**src/rtl/sprite_rom_arbiter.sv**
```systemverilog
// Round-robin arbiter sharing one registered-read sprite ROM among NUM_REQ requesters.
// Grants at most one read per cycle; the ROM word returns to the winner one cycle later.
module sprite_rom_arbiter #(
    parameter int NUM_REQ = 4,
    parameter int ADDR_W  = 19,
    parameter int DATA_W  = 5,
    parameter int DEPTH   = 2400
) (
    input  logic                      Clk,
    input  logic                      Reset_n,
    input  logic [NUM_REQ-1:0]        req,
    input  logic [NUM_REQ*ADDR_W-1:0] req_addr,
    output logic [NUM_REQ-1:0]        gnt,
    output logic [ADDR_W-1:0]         rom_addr,
    input  logic [DATA_W-1:0]         rom_data,
    output logic [NUM_REQ-1:0]        rsp_valid,
    output logic [DATA_W-1:0]         rsp_data,
    output logic                      oor_err
);

    localparam int PTR_W = $clog2(NUM_REQ);
    // One extra bit so DEPTH == 2**ADDR_W still compares correctly.
    localparam logic [ADDR_W:0] DEPTH_X = (ADDR_W+1)'(DEPTH);

    logic [PTR_W-1:0]  ptr;
    logic [PTR_W-1:0]  win;
    logic [PTR_W-1:0]  idx;
    logic [PTR_W-1:0]  ptr_next;
    logic              found;
    logic              grant;
    logic              oor;
    logic [ADDR_W-1:0] addr_arr [NUM_REQ];
    logic [ADDR_W-1:0] win_addr;

    logic              p_vld;
    logic [PTR_W-1:0]  p_id;
    logic              p_oor;

    always_comb begin
        for (int unsigned i = 0; i < NUM_REQ; i++) begin
            addr_arr[i] = req_addr[i*ADDR_W +: ADDR_W];
        end
    end

    // Search from ptr upward with wrap; first set request wins.
    always_comb begin
        found = 1'b0;
        win   = '0;
        idx   = '0;
        for (int unsigned k = 0; k < NUM_REQ; k++) begin
            idx = PTR_W'((32'(ptr) + k) % NUM_REQ);
            if (!found && req[idx]) begin
                found = 1'b1;
                win   = idx;
            end
        end
    end

    always_comb begin
        win_addr = addr_arr[win];
        oor      = ({1'b0, win_addr} >= DEPTH_X);
        grant    = found && Reset_n;
        ptr_next = (win == PTR_W'(NUM_REQ-1)) ? '0 : win + 1'b1;
    end

    always_comb begin
        gnt      = grant ? (NUM_REQ'(1) << win) : '0;
        rom_addr = (grant && !oor) ? win_addr : '0;
    end

    always_ff @(posedge Clk) begin
        if (!Reset_n) begin
            ptr   <= '0;
            p_vld <= 1'b0;
            p_id  <= '0;
            p_oor <= 1'b0;
        end else begin
            p_vld <= found;
            if (found) begin
                ptr   <= ptr_next;
                p_id  <= win;
                p_oor <= oor;
            end
        end
    end

    always_comb begin
        rsp_valid = (Reset_n && p_vld) ? (NUM_REQ'(1) << p_id) : '0;
        rsp_data  = (Reset_n && p_vld && !p_oor) ? rom_data : '0;
        oor_err   = Reset_n && p_vld && p_oor;
    end

endmodule

```
**config.mk**
```make
export PLATFORM = sky130hd
export DESIGN_NAME = sprite_rom_arbiter
export DESIGN_NICKNAME = d
export VERILOG_FILES = /design/src/rtl/sprite_rom_arbiter.sv
export SDC_FILE = /design/constraint.sdc
export NUM_CORES = 1
export LEC_CHECK = 0
export CORE_MARGIN = 4
export CORE_UTILIZATION = 28
export DETAILED_ROUTE_END_ITERATION = 7
export GPL_TIMING_DRIVEN = 0
export PLACE_DENSITY = 0.88
export SLEW_MARGIN = 20
export SYNTH_ARGS = -nofsm -noshare
export SYNTH_HDL_FRONTEND = slang
export SYNTH_SLANG_ARGS = --single-unit
```
**constraint.sdc**
```tcl
create_clock -name Clk -period 3.3 [get_ports Clk]
set_input_delay 0.66 -clock Clk [delete_from_list [all_inputs] [get_ports Clk]]
set_output_delay 0.66 -clock Clk [all_outputs]
set_load 0.01 [all_outputs]
```
==> run summary <==
max-slew violation total from the final report: 0
Hold WC Path Type: flip-flop to flip-flop
Clock Root Buffer: clkbuf_8
highest cell delay on the worst timing path: 0.33 ns
core footprint: 3690 um2
Crit-path slowest cell: a211o_1
sequential fraction of the synthesis area: 11.1%
Least-Margin Pin Slew: 0.533 ns
routability cong.: 0.806
I/O pin count: 120
ys async rst share: 0%
Ant. Diodes: 0
initial antenna violation count: 0
routed wire length: 4.71 mm
Clock transition at path regs: 0.04 ns
final core occ: 68.3%
reg2reg end: p_oor
final setup margin: -0.0897 ns
GR Util All Layers: 18.4%
grt ovf: 0
fmax: 295 MHz
worst path arrival time: 2.73 ns
Inserted Clock Buffers: 3
DRC: 0
via count: 1,555
Mapped Cells: 136
Pleak: 0.00106 uW
Die X: 70.1 um
FP Rows: 22
Setup TNS Final: -0.254 ns
Critical Path, Cell by Cell: buf_8 > nor2b_4 > a211o_1 > nand2_4 > inv_8 > mux2_4 > o2111ai_2 > a21oi_2 > o21a_1 > buf_6 > buf_6 > nor3b_2 > buf_2
EDFF count, synth: 0
HPWL after detailed placement: 3.73 mm
Max VDD drop: 0.000127 V
Power Density: 295 nW/um2
largest net degree at the start of global routing: 12
ANT nets after route: 0
reg2reg setup slack: 0.85 ns
Vert. Die Dim: 70.1 um
vias in the first global route: 1,691
Layout area overhead: 133%
layout cells sized above 1: 26.0%
worst reg2reg path depth: 12
PortBufs: 112
mapped cell area: 1080 um2
failing checks: setup timing
Wirelength per Cell: 14.7 um
crit path launch type: primary input
TritonRoute pass-1 iters: 4
Power, Total: 743 uW
Worst setup EP type: output pin
nets@finish: 366
Slew HR: 64.2%
outcome: finished, violations left
crit path time final: 3.39 ns
Final Instance Area: 2520 um2
synth warn: 0
Initial DRC Count: 18
non-filler cells, final: 321
Netlist cell types: 42
CTS Sinks: 6
first-pass GRT wire length: 7.44 mm
clk_skew: 0.00213 ns
Fin. Hold Viols: 0
clk_lat worst skew: 0.22 ns
Synth Register Bits: 6
max-cap viol count: 0
Initial Util: 29.3%
most used cell, CP: buf_6
area of the die: 4920 um2
Reg2Reg Launch Point: ptr[1]
Post-Syn Area per Cell: 7.95 um2
RSZ-0062 raised after global routing: true
crit path from: req[2]
placed cells: 302
fillcell total: 331
crit path to: rom_addr[0]
fin crit share: 103%
Placed Area: 2280 um2
Via density: 4.84
crit path kind: primary input to output pin
count of final setup violators: 5
prevailing post-synth register cell: dfxtp_1
TritonCTS clock tree: done
WHS Path Cells: 2
CP max FO: 7
Worst EP required: 2.64 ns
Max clock buf depth: 2
H-tree depth: 1
## state kept, by name, summed over array words and instances, names as in the netlist
signal and cells:
p_id 2, p_oor 1, p_vld 1, ptr 2
## worst max-delay path: cells and delay by family
family                 cells  cell delay [ns]
muxes                      1             0.30
AOI/OAI and AO/OA          4             0.78
and+or+nand+nor            3             0.41
buffers and inverters      5             0.56
## cell families (layout without fill, tap and decap cells)
group | Yosys count | count (layout) | synth area share [%]
and+or+nand+nor | 64 | 64 | 33.7
AOI/OAI and AO/OA | 23 | 23 | 14.4
muxes | 21 | 21 | 26.3
buffers and inverters | 17 | 148 | 9.61
DFF | 6 | 6 | 11.1
adders and majority gates | 4 | 4 | 4.63
other | 1 | 7 | 0.347
## worst min-delay path by stage
stage	from	endpoint	slack (ns)
floorplan	p_id[1]	p_id[1]	0.47
global placement	p_id[0]	p_id[0]	0.49
detailed placement	p_id[1]	p_id[1]	0.50
CTS	p_id[1]	p_id[1]	0.50
global route	p_id[0]	p_id[0]	0.53
finish	p_id[0]	p_id[0]	0.51
## layout make-up
cell class | instances | area [um2] | share of cell area [%]
well taps | 48 | 60.1 | 2.38
clock buffers | 3 | 41.3 | 1.64
flip-flops and latches | 6 | 120 | 4.77
repair buffers | 128 | 1210 | 48.0
multi-input cells | 119 | 956 | 38.0
plain buffers | 13 | 110 | 4.37
inverters | 4 | 22.5 | 0.894
## Yosys cell counts (2+ instances only)
library cell	number	area, um2
dfxtp_1	6	120
mux4_2	5	113
mux2i_1	10	100
o21ai_0	4	20.0
nor2b_1	3	18.8
a21boi_0	3	22.5
mux2_2	4	45.0
buf_2	3	15.0
and2_1	6	37.5
nor2_1	5	18.8
ha_1	4	50.1
clkbuf_1	2	7.51
inv_1	2	7.51
nand3_1	7	35.0
buf_4	7	52.6
o21a_1	3	22.5
nor3_1	11	55.1
nand2_1	9	33.8
a21oi_1	5	25.0
nor4_1	5	31.3
nor3b_1	5	37.5
and3_1	7	43.8
## layer usage
| layer | track usage [%] | vias to the layer above | part of all wire, % |
|---|---|---|---|
| met5 | 0 | - | 0 |
| met1 | 19.2 | 699 | 36 |
| met4 | 4.04 | 0 | 0.66 |
| li1 | - | 772 | - |
| met3 | 5.47 | 4 | 8.9 |
| met2 | 35.9 | 80 | 55 |
## per-stage QoR
stage | setup WS (ns) | hold slack (ns)
after floorplan | 0.0847 | 0.470
after global placement | -1.15 | 0.485
after detailed placement | -1.18 | 0.495
after CTS | -0.0982 | 0.501
after global routing | -0.189 | 0.528
final | -0.0897 | 0.506
## timing repair
action	CTS	global route
pin swaps	7	8
gates resized for setup	86	8
hold buffers	0	0
setup buffers	11	5
endpoints found under the setup margin	16	14
## cells in the final DEF (no fill, tap or decap), drive strengths merged
cell type,Yosys,layout
a21boi,3,3
o21a,3,3
a311oi,1,1
clkdlybuf4s50,0,96
nor2,6,6
a211o,1,1
and4bb,1,1
and2,6,6
mux2,6,6
nor2b,3,3
o221a,1,1
mux2i,10,10
dfxtp,6,6
nand2,10,10
o21ai,5,5
nand3,7,7
dlygate4sd2,0,2
nor4,5,5
clkdlybuf4s15,0,2
and4,1,1
buf,11,39
and3,7,7
nor3,11,11
clkbuf,2,5
nor3b,5,5
a31oi,1,1
a21oi,5,5
o2bb2ai,1,1
or4,1,1
o2111ai,1,1
inv,4,4
ha,4,4
nand2b,1,1
a211oi,1,1
mux4,5,5
conb,1,7
## power breakdown
part	internal, uW	switching, uW	leakage [uW]	total (uW)
clock network	78.4	32.0	0.0000216	110
registers	83.6	11.8	0.0000501	95.4
logic	319	217	0.000984	537
total	481	261	0.00106	743
No activity file was read; power rests on OpenSTA's default activity.
